## src/rtl/keypad_if.sv

```systemverilog
// Keypad scanner port bundle: matrix rows/columns, clear request and the accepted-key outputs.
// The scanner takes the slave side; whatever drives the keypad and consumes digits takes master.
interface keypad_if;
  logic [3:0]  row;
  logic        clear;
  logic [3:0]  col;
  logic [3:0]  key;
  logic        key_valid;
  logic [15:0] value;

  modport slave (
    input  row,
    input  clear,
    output col,
    output key,
    output key_valid,
    output value
  );

  modport master (
    output row,
    output clear,
    input  col,
    input  key,
    input  key_valid,
    input  value
  );
endinterface

```

## src/rtl/keypad_scanner.sv

```systemverilog
// 4x4 matrix keypad scanner: column scan, frame-level debounce, hex decode and a
// 16-bit digit shift register in the same nibble layout the seven-segment path displays.
module keypad_scanner #(
  parameter int SCAN_DIV = 4,
  parameter int DEBOUNCE = 3
) (
  input logic      clk,
  input logic      reset,
  keypad_if.slave  kp
);

  localparam int DW = (SCAN_DIV > 1) ? $clog2(SCAN_DIV) : 1;

  typedef enum logic [1:0] {
    IDLE,
    CAND,
    PRESSED,
    REL
  } state_t;

  logic [3:0]    row_meta;
  logic [3:0]    row_sync;
  logic [DW-1:0] div;
  logic [1:0]    col_idx;
  logic          sample;
  logic          frame_end;
  logic [3:0]    pressed_now;
  logic [15:0]   frame_acc;
  logic [15:0]   frame_bits;
  logic [4:0]    ones;
  logic [3:0]    code;
  logic          single;

  state_t        state;
  state_t        state_nxt;
  logic [3:0]    cnt;
  logic [3:0]    cnt_nxt;
  logic [3:0]    cand;
  logic [3:0]    cand_nxt;
  logic          accept;

  logic [3:0]    key_q;
  logic          key_valid_q;
  logic [15:0]   value_q;

  // Rows come straight from mechanical switches, so nothing looks at them before two flops.
  always_ff @(posedge clk) begin
    if (!reset) begin
      row_meta <= 4'hF;
      row_sync <= 4'hF;
    end else begin
      row_meta <= kp.row;
      row_sync <= row_meta;
    end
  end

  assign sample      = (div == DW'(SCAN_DIV - 1));
  assign frame_end   = sample && (col_idx == 2'd3);
  assign pressed_now = ~row_sync;

  always_ff @(posedge clk) begin
    if (!reset) begin
      div     <= '0;
      col_idx <= 2'd0;
    end else if (sample) begin
      div     <= '0;
      col_idx <= col_idx + 2'd1;
    end else begin
      div <= div + 1'b1;
    end
  end

  assign kp.col = ~(4'b0001 << col_idx);

  // Bit 4*r+c of the frame image is key (r,c); the current column is merged in combinationally
  // so that on the last column the complete frame is available on the same cycle.
  always_comb begin
    frame_bits = frame_acc;
    for (int r = 0; r < 4; r++) begin
      frame_bits[{2'(r), col_idx}] = pressed_now[r];
    end
  end

  always_ff @(posedge clk) begin
    if (!reset) begin
      frame_acc <= '0;
    end else if (sample) begin
      frame_acc <= frame_bits;
    end
  end

  always_comb begin
    ones = 5'd0;
    code = 4'd0;
    for (int i = 0; i < 16; i++) begin
      if (frame_bits[i]) begin
        ones = ones + 5'd1;
        code = 4'(i);
      end
    end
  end

  // Two or more keys down are never resolved, so a multi-key frame counts the same as an empty one.
  assign single = (ones == 5'd1);

  always_ff @(posedge clk) begin
    if (!reset) begin
      state <= IDLE;
      cnt   <= 4'd0;
      cand  <= 4'd0;
    end else begin
      state <= state_nxt;
      cnt   <= cnt_nxt;
      cand  <= cand_nxt;
    end
  end

  always_comb begin
    state_nxt = state;
    cnt_nxt   = cnt;
    cand_nxt  = cand;
    accept    = 1'b0;
    if (frame_end) begin
      unique case (state)
        IDLE: begin
          if (single) begin
            cand_nxt = code;
            cnt_nxt  = 4'd1;
            if (DEBOUNCE == 1) begin
              state_nxt = PRESSED;
              accept    = 1'b1;
            end else begin
              state_nxt = CAND;
            end
          end
        end
        CAND: begin
          if (single && (code == cand)) begin
            cnt_nxt = cnt + 4'd1;
            if ((cnt + 4'd1) == 4'(DEBOUNCE)) begin
              state_nxt = PRESSED;
              accept    = 1'b1;
            end
          end else if (single) begin
            cand_nxt = code;
            cnt_nxt  = 4'd1;
          end else begin
            state_nxt = IDLE;
            cnt_nxt   = 4'd0;
          end
        end
        PRESSED: begin
          if (!single) begin
            cnt_nxt   = 4'd1;
            state_nxt = (DEBOUNCE == 1) ? IDLE : REL;
          end
        end
        REL: begin
          if (!single) begin
            cnt_nxt = cnt + 4'd1;
            if ((cnt + 4'd1) == 4'(DEBOUNCE)) begin
              state_nxt = IDLE;
            end
          end else begin
            state_nxt = PRESSED;
          end
        end
        default: begin
          state_nxt = IDLE;
        end
      endcase
    end
  end

  // An accept coinciding with clear still keeps the new digit, so the display never goes blank on it.
  always_ff @(posedge clk) begin
    if (!reset) begin
      key_q       <= 4'd0;
      key_valid_q <= 1'b0;
      value_q     <= 16'h0000;
    end else begin
      key_valid_q <= accept;
      if (accept) begin
        key_q <= cand_nxt;
      end
      if (accept && kp.clear) begin
        value_q <= {12'h000, cand_nxt};
      end else if (accept) begin
        value_q <= {value_q[11:0], cand_nxt};
      end else if (kp.clear) begin
        value_q <= 16'h0000;
      end
    end
  end

  assign kp.key       = key_q;
  assign kp.key_valid = key_valid_q;
  assign kp.value     = value_q;

endmodule

```

## src/flat_wrapper.sv

```systemverilog
// flat-port wrapper written by rule: the top's interface ports become plain ports
module keypad_scanner_flat 
#(
  parameter int SCAN_DIV = 4,
  parameter int DEBOUNCE = 3
)
  (clk, reset, kp_row, kp_clear, kp_col, kp_key, kp_key_valid, kp_value);
  keypad_if kp_i ();
  input logic clk;
  input logic reset;
  input wire logic [$bits(kp_i.row)-1:0] kp_row;
  input wire logic [$bits(kp_i.clear)-1:0] kp_clear;
  output wire logic [$bits(kp_i.col)-1:0] kp_col;
  output wire logic [$bits(kp_i.key)-1:0] kp_key;
  output wire logic [$bits(kp_i.key_valid)-1:0] kp_key_valid;
  output wire logic [$bits(kp_i.value)-1:0] kp_value;
  assign kp_i.row = kp_row;
  assign kp_i.clear = kp_clear;
  assign kp_col = kp_i.col;
  assign kp_key = kp_i.key;
  assign kp_key_valid = kp_i.key_valid;
  assign kp_value = kp_i.value;
  keypad_scanner #(.SCAN_DIV(SCAN_DIV), .DEBOUNCE(DEBOUNCE)) u_core (.clk(clk), .reset(reset), .kp(kp_i));
endmodule
```

## config.mk

```make
export PLATFORM = sky130hd
export DESIGN_NAME = keypad_scanner_flat
export DESIGN_NICKNAME = d
export VERILOG_FILES = /design/src/rtl/keypad_if.sv /design/src/rtl/keypad_scanner.sv /design/src/flat_wrapper.sv
export SDC_FILE = /design/constraint.sdc
export NUM_CORES = 1
export LEC_CHECK = 0
export ABC_CLOCK_PERIOD_IN_PS = 10000
export BUFFER_PORTS_ARGS = -buffer_cell sky130_fd_sc_hd__buf_2
export CAP_MARGIN = 40
export CORE_MARGIN = 1
export CORE_UTILIZATION = 40
export DETAILED_ROUTE_END_ITERATION = 16
export GPL_TIMING_DRIVEN = 1
export PLACE_DENSITY = 0.66
export RECOVER_POWER = 50
export SLEW_MARGIN = 20
export SYNTH_ARGS = -nofsm -noshare
export SYNTH_HDL_FRONTEND = slang
export SYNTH_SLANG_ARGS = --single-unit
```

## constraint.sdc

```tcl
create_clock -name clk -period 10 [get_ports clk]
set_input_delay 0 -clock clk [delete_from_list [all_inputs] [get_ports clk]]
set_output_delay 0 -clock clk [all_outputs]
set_load 0.1 [all_outputs]
```

==> results of run 1 <==
==> per-layer routing <==
layer	share of wire [%]	vias up
met1	46	2111
met5	0	-
met3	3.7	13
li1	-	2199
met4	1.1	0
met2	49	84
==> flip-flops by register name, summed over array words and instances, names as in the netlist <==
name,cells
u_core.cand,4
u_core.cnt,4
u_core.col_idx,2
u_core.div,2
u_core.frame_acc,16
u_core.kp.key,4
u_core.kp.key_valid,1
u_core.kp.value,16
u_core.row_meta,4
u_core.row_sync,4
u_core.state,2
==> metrics by stage <==
stage | std cells | total power [W] | hold WS, ns | util [%]
floorplan | 566 | 0.0004141 | 0.1015 | -
global placement | 736 | 0.0004483 | 0.1796 | 45.94
detailed placement | 737 | 0.0004574 | 0.1826 | 46.07
CTS | 760 | 0.0007632 | 0.07639 | 49.37
global route | 775 | 0.0008653 | 0.09391 | 51.93
finish | 775 | 0.0008230 | 0.08297 | 51.93
==> worst paths after layout <==
kind | startpoint | end | slack [ns] | cells past startpoint
setup / recovery | u_core.col_idx[1]$_SDFFE_PN0N_ | u_core.kp.value[1]$_SDFFE_PN0P_ | 0.26 | 57
hold / removal | reset | u_core.row_meta[3]$_SDFF_PN1_ | 0.08 | 2
setup reg to reg | u_core.col_idx[1]$_SDFFE_PN0N_ | u_core.kp.value[1]$_SDFFE_PN0P_ | 0.26 | 57
hold reg to reg | u_core.row_meta[1]$_SDFF_PN1_ | u_core.row_sync[1]$_SDFF_PN1_ | 0.40 | 1
==> power by group <==
group / leakage, nW / switching [W] / internal (W) / total [W]
Clock: 0.142 / 0.000104 / 0.000198 / 0.000302
Combinational: 1.66 / 0.000150 / 0.000130 / 0.000279
Sequential: 0.479 / 0.00000336 / 0.000239 / 0.000242
==> critical path, delay by kind of cell (launching register included) <==
| kind | cells | cell delay, ns |
|---|---|---|
| flops | 1 | 0.37 |
| simple gates | 19 | 2.49 |
| buf+inv | 6 | 0.45 |
| mux | 3 | 0.73 |
| fa+ha+maj | 15 | 3.80 |
| compound gates | 14 | 1.83 |
==> synthesized netlist by cell type, drive strengths merged, types with 7 or more instances <==
master  number
o32ai        7
nand3b       9
nor2        73
nor3        15
clkbuf      12
and3         8
dfxtp       59
o22ai        8
mux2i       32
nand3       16
or2          9
inv         22
nor4         8
nand2b      12
a211oi       9
o21ai       18
nand4        8
nand2       36
ha          22
xor2        11
a21o        11
xnor2       23
buf         11
a21oi       46
==> placed cells by master (no fill, tap or decap), drive strengths merged, types with 5 or more instances in the layout <==
| cell type | instances |
|---|---|
| nand4 | 8 |
| xor2 | 11 |
| o21ai | 18 |
| a21o | 11 |
| and3 | 8 |
| inv | 22 |
| mux2i | 32 |
| nand3b | 9 |
| clkbuf | 37 |
| a21oi | 46 |
| nand3 | 16 |
| nand2 | 36 |
| nor2 | 73 |
| buf | 43 |
| dfxtp | 59 |
| a211oi | 9 |
| o32ai | 7 |
| ha | 22 |
| and2 | 5 |
| o22ai | 8 |
| o21a | 5 |
| o31ai | 5 |
| or2 | 9 |
| nand2b | 12 |
| dlygate4sd3 | 5 |
| xnor2 | 23 |
| nor4 | 8 |
| nor3 | 15 |
| nor3b | 6 |
| xnor3 | 6 |
==> logic make-up after synthesis <==
group	after synthesis	synth area share [%]
muxes	35	7.477
xor gates and xnor gates	41	10.81
and+or+nand+nor	222	25.18
AOI/OAI and AO/OA	142	21.35
adders and majority gates	22	5.812
DFF	59	24.94
buffers and inverters	45	4.438
==> final cells by class <==
class	instances	area [sq um]	share of cell area (%)
Sequential cell	59	1189	19.96
Clock inverter	4	51.30	0.8615
Tap cell	143	178.9	3.005
Clock buffer	11	242.7	4.076
Inverter	22	87.58	1.471
Multi-Input combinational cell	462	3745	62.89
Timing Repair Buffer	74	460.4	7.733
==> timing repair <==
item                       in CTS  in global routing
hold endpoints to repair        5                  0
setup endpoints to repair      20                 30
pin swaps                       2                 29
gates resized for setup         3                 41
setup buffers                   3                 16
hold buffers                    5                  0
==> summary.md, run 1 <==
| Metric | Value |
|---|---|
| Status | finished clean |
| Initial antenna violation count | 0 |
| Placer congestion estimate | 0.8119 |
| Die width | 110.8 microns |
| TritonCTS clock tree | yes |
| CTS Buffer Depth | 2 |
| H-tree levels | 3 |
| Kind of critical path | flip-flop to flip-flop |
| Syn Area/Cell | 8.367 sq um |
| Crit path launch type | flip-flop |
| Max VDD drop | 0.0001079 V |
| Clock-pin slew on the worst setup and hold paths | 0.05 ns |
| Largest net degree at the start of global routing | 29 |
| Main synth FF type | dfxtp_1 |
| Part of the cycle the worst path needs | 97.42% |
| NumNets Final | 657 |
| Final Instance Area | 0.005954 sq mm |
| Die Height | 110.8 microns |
| Largest cells by area after synthesis | dfxtp_1 25%, mux2i_1 6.8%, ha_1 5.8% |
| Post-synthesis sequential area ratio | 24.94% |
| Met2 usage | 32.46% |
| Drt pass-1 iters | 5 |
| CTS buffer count | 9 |
| Final Hold Vio Count | 0 |
| Clock skew | 0.009037 ns |
| Synth top area share | 24.94% |
| Max-cap violations | 0 |
| EDFF count, synth | 0 |
| Worst setup EP type | flip-flop |
| Detailed Place HPWL | 8777 microns |
| M3 GR Usage | 3.007% |
| Initial core utilization | 41.30% |
| Worst Max-Slew Pin Slew | 1.184 ns |
| Mapped Nets | 595 |
| Clock sinks | 59 |
| Worst Hold Class | primary input to flip-flop |
| Vias in the first global route | 4199 |
| Drt wl/cell | 15.62 microns |
| Fillcell total | 1068 |
| Fin crit period | 9.742 ns |
| Cell area after synthesis | 0.004736 sq mm |
| Worst EP arrival | 9.98 ns |
| Core ar. | 0.01147 sq mm |
| Netlist cell types | 84 |
| Total Routed Length | 12110 microns |
| 1st-iter DRT viols | 270 |
| Synth Instances | 566 |
| Critical-path top delay cell | or4_4 |
| Via-to-Cell Ratio | 5.686 |
| Io pins | 32 |
| Worst-Skew Late Latency | 0.32 ns |
| CP peak stage delay | 0.44 ns |
| Fin Setup TNS | 0 ns |
| N_diodes | 0 |
| Gr ovfl total | 0 |
| Yosys reg bits | 59 |
| Via count | 4407 |
| Fmax | 102.6 MHz |
| First-pass GRT wire length | 19820 microns |
| Post-route ant nets | 0 |
| Final setup viols | 0 |
| Layout cells sized above 1 | 25.16% |
| I/O Buffers | 31 |
| Post-synth top area cell | dfxtp_1 |
| Std cell rows | 39 |
| Area growth syn-to-layout | 25.73% |
| Pre-CTS worst setup slack | -0.1839 ns |
| Power Dens Cells | 138.2 mW/mm^2 |
| Final worst setup slack | 0.2576 ns |
| Synth warn | 0 |
| Worst-path fanout max | 8 |
| Most common cell on crit path | ha_4 |
| Worst rel slew slack | 21.42% |
| Placement-stage cell area | 0.005283 sq mm |
| Remaining DRCs | 0 |
| Leakage | 2.282 nW |
| Slew Viols, Final | 0 |
| Die area | 0.01228 sq mm |
| GRT Max-Usage Layer | met2 |
| CP required | 10.24 ns |
| GRT Resource Usage Total | 19.41% |
| Ys async rst share | 0% |
| Met1 Use GR | 25.41% |
| Clock root buffer | clkbuf_16 |
No activity file was read; power rests on OpenSTA's default activity.
==> run 2: changes to the inputs <==
--- a/config.mk
+++ b/config.mk
@@ -9,12 +9,13 @@
 export BUFFER_PORTS_ARGS = -buffer_cell sky130_fd_sc_hd__buf_2
 export CAP_MARGIN = 40
 export CORE_MARGIN = 1
-export CORE_UTILIZATION = 40
+export CORE_UTILIZATION = 35
 export DETAILED_ROUTE_END_ITERATION = 16
 export GPL_TIMING_DRIVEN = 1
-export PLACE_DENSITY = 0.66
+export PLACE_DENSITY = 0.6
 export RECOVER_POWER = 50
 export SLEW_MARGIN = 20
 export SYNTH_ARGS = -nofsm -noshare
 export SYNTH_HDL_FRONTEND = slang
 export SYNTH_SLANG_ARGS = --single-unit
+export TNS_END_PERCENT = 10
==> run 2 against run 1 <==
Effect of this change:
- highest routed layer unchanged
- critical path depth decreased by 4
- clock power rose by 5%
- largest cell class unchanged
- clock-buffer cell count down 2
- hold slack got worse by 0.057 ns
==> summary.md, run 2 (synthesis gave the netlist of run 1 again) <==
| Metric | Value |
|---|---|
| Status | finished clean |
| Layout cells sized above 1 | 25.60% |
| Layout Cells excl Fill | 805 |
| Via-to-Cell Ratio | 5.471 |
| Reg2Reg Depth | 53 |
| Io pins | 32 |
| Gr ovfl total | 0 |
| Part of the cycle the worst path needs | 97.71% |
| Fin crit period | 9.771 ns |
| Post-route ant nets | 0 |
| Detailed Place HPWL | 8812 microns |
| Via count | 4404 |
| Std cell rows | 42 |
| Core ar. | 0.01324 sq mm |
| Total Power | 0.0008231 W |
| Worst reg2reg path startpoint | u_core.col_idx[1]$_SDFFE_PN0N_ |
| Hold Path Stages | 3 |
| Multi-input logic area | 0.003737 sq mm |
| FF/Latch Area | 0.001189 sq mm |
| CTS buffer count | 9 |
| Most common cell on crit path | ha_4 |
| Power Dens Cells | 137.8 mW/mm^2 |
| CTS Buffer Depth | 2 |
| Leading cell type in the layout, fill and taps excluded | nor2_1 |
| Clock sinks | 59 |
| Hold Path Sink | u_core.kp.value[0]$_SDFFE_PN0P_ |
| CP required | 10.23 ns |
| Max-cap violations | 0 |
| Drt wl/cell | 14.96 microns |
| Fmax | 102.3 MHz |
| TritonCTS clock tree | yes |
| First-pass GRT wire length | 19550 microns |
| Largest net degree at the start of global routing | 29 |
| Setup slack, reg-to-reg | 0.23 ns |
| Worst setup EP type | flip-flop |
| CP peak stage delay | 0.55 ns |
| Worst reg2reg path endpoint | u_core.kp.value[3]$_SDFFE_PN0P_ |
| Clock root buffer | clkbuf_16 |
| Critical-path top delay cell | or4_4 |
| Commonest non-fill, non-tap cells in the layout | 65 x nor2_1, 57 x dfxtp_1, 37 x a21oi_1, 33 x nand2_1, 33 x buf_4 |
| Die area | 0.01400 sq mm |
| GRT Resource Usage Total | 16.89% |
| Leakage | 2.259 nW |
| Initial core utilization | 35.76% |
| 1st-iter DRT viols | 208 |
| Worst rel slew slack | 21.23% |
| Area growth syn-to-layout | 26.10% |
| H-tree levels | 3 |
| N_diodes | 0 |
| Worst Hold Class | primary input to flip-flop |
| Crit. Startpoint | u_core.col_idx[1]$_SDFFE_PN0N_ |
| Drt pass-1 iters | 4 |
| Placer congestion estimate | 0.8289 |
| Worst-path fanout max | 8 |
| Slew Viols, Final | 0 |
| Placed insts | 768 |
| HP Start | kp_clear |
| Unrepaired setup endpoints after global routing | yes |
| Max VDD drop | 0.00009623 V |
| Layout Utilization | 45.10% |
| Fillcell total | 1338 |
| Worst EP arrival | 10.00 ns |
| Clock skew | 0.01175 ns |
| Die Height | 118.3 microns |
| I/O Buffers | 31 |
| Kind of critical path | flip-flop to flip-flop |
| Fin Setup TNS | 0 ns |
| Initial antenna violation count | 0 |
| Final Hold Vio Count | 0 |
| Die width | 118.3 microns |
| Crit path launch type | flip-flop |
| Clock-pin slew on the worst setup and hold paths | 0.06 ns |
| Vias in the first global route | 4105 |
| Worst-Skew Late Latency | 0.33 ns |
| Total Routed Length | 12040 microns |
| Final setup viols | 0 |
| NumNets Final | 653 |
| Worst Max-Slew Pin Slew | 1.187 ns |
| Remaining DRCs | 0 |
==> run 2: cell count changes in the layout (fill, tap and decap cells not counted), sizes merged <==
cell	delta
dlygate4sd3	-1
clkbuf	-6
clkinv	-1
buf	+1
inv	+4
==> run 2: per-stage QoR <==
stage	cell area [sq um]	hold slack, ns	setup WS [ns]
after floorplan	4940	0.1015	-0.02843
after global placement	5294	0.1809	-0.01453
after detailed placement	5309	0.1850	-0.2877
after CTS	5684	0.01518	0.01627
after global routing	5972	0.03943	-0.1870
final	5972	0.02631	0.2293
==> run 2: power by group <==
part | switching, W | total (W) | internal, W
combinational | 0.000145 | 0.000264 | 0.000119
clock | 0.000121 | 0.000318 | 0.000197
sequential | 0.00000328 | 0.000241 | 0.000238
total | 0.000269 | 0.000823 | 0.000554
==> run 2: worst max path at each step <==
stage | endpoint | slack (ns) | cells after the start
floorplan | u_core.kp.key[1]$_SDFFE_PN0P_ | -0.03 | 56
global placement | u_core.kp.value[0]$_SDFFE_PN0P_ | -0.01 | 54
detailed placement | u_core.kp.key[0]$_SDFFE_PN0P_ | -0.29 | 54
CTS | u_core.kp.key[1]$_SDFFE_PN0P_ | 0.02 | 55
global route | u_core.kp.value[3]$_SDFFE_PN0P_ | -0.19 | 53
finish | u_core.kp.value[3]$_SDFFE_PN0P_ | 0.23 | 53
==> run 2: layout make-up <==
class	count	area share, %
Timing Repair Buffer	70	7.228
Sequential cell	59	19.90
Tap cell	176	3.687
Clock buffer	9	3.771
Multi-Input combinational cell	462	62.58
Clock inverter	7	1.362
Inverter	22	1.467
==> run 2: worst max-delay path: cells and delay by family (launching register included) <==
kind | cells | cell delay, ns
fa+ha+maj | 14 | 3.55
simple gates | 19 | 2.84
compound gates | 11 | 1.66
mux | 3 | 0.72
buf+inv | 6 | 0.51
flops | 1 | 0.36
==> run 2: what timing repair did <==
| action | CTS | global route |
|---|---|---|
| resized for setup | 4 | 40 |
| hold endpoints to repair | 4 | 0 |
| gates cloned | 0 | 0 |
| hold buffers | 4 | 0 |
| setup buffers | 1 | 16 |
| pin swaps | 2 | 28 |
| endpoints found under the setup margin | 24 | 30 |
==> run 2: per-layer routing <==
metal	up-vias	part of all wire [%]	GRT usage (%)
met5	-	0	0
met4	0	2.0	5.449
met2	86	47	28.24
met1	2109	48	22.35
met3	23	3.0	2.317
li1	2186	-	-
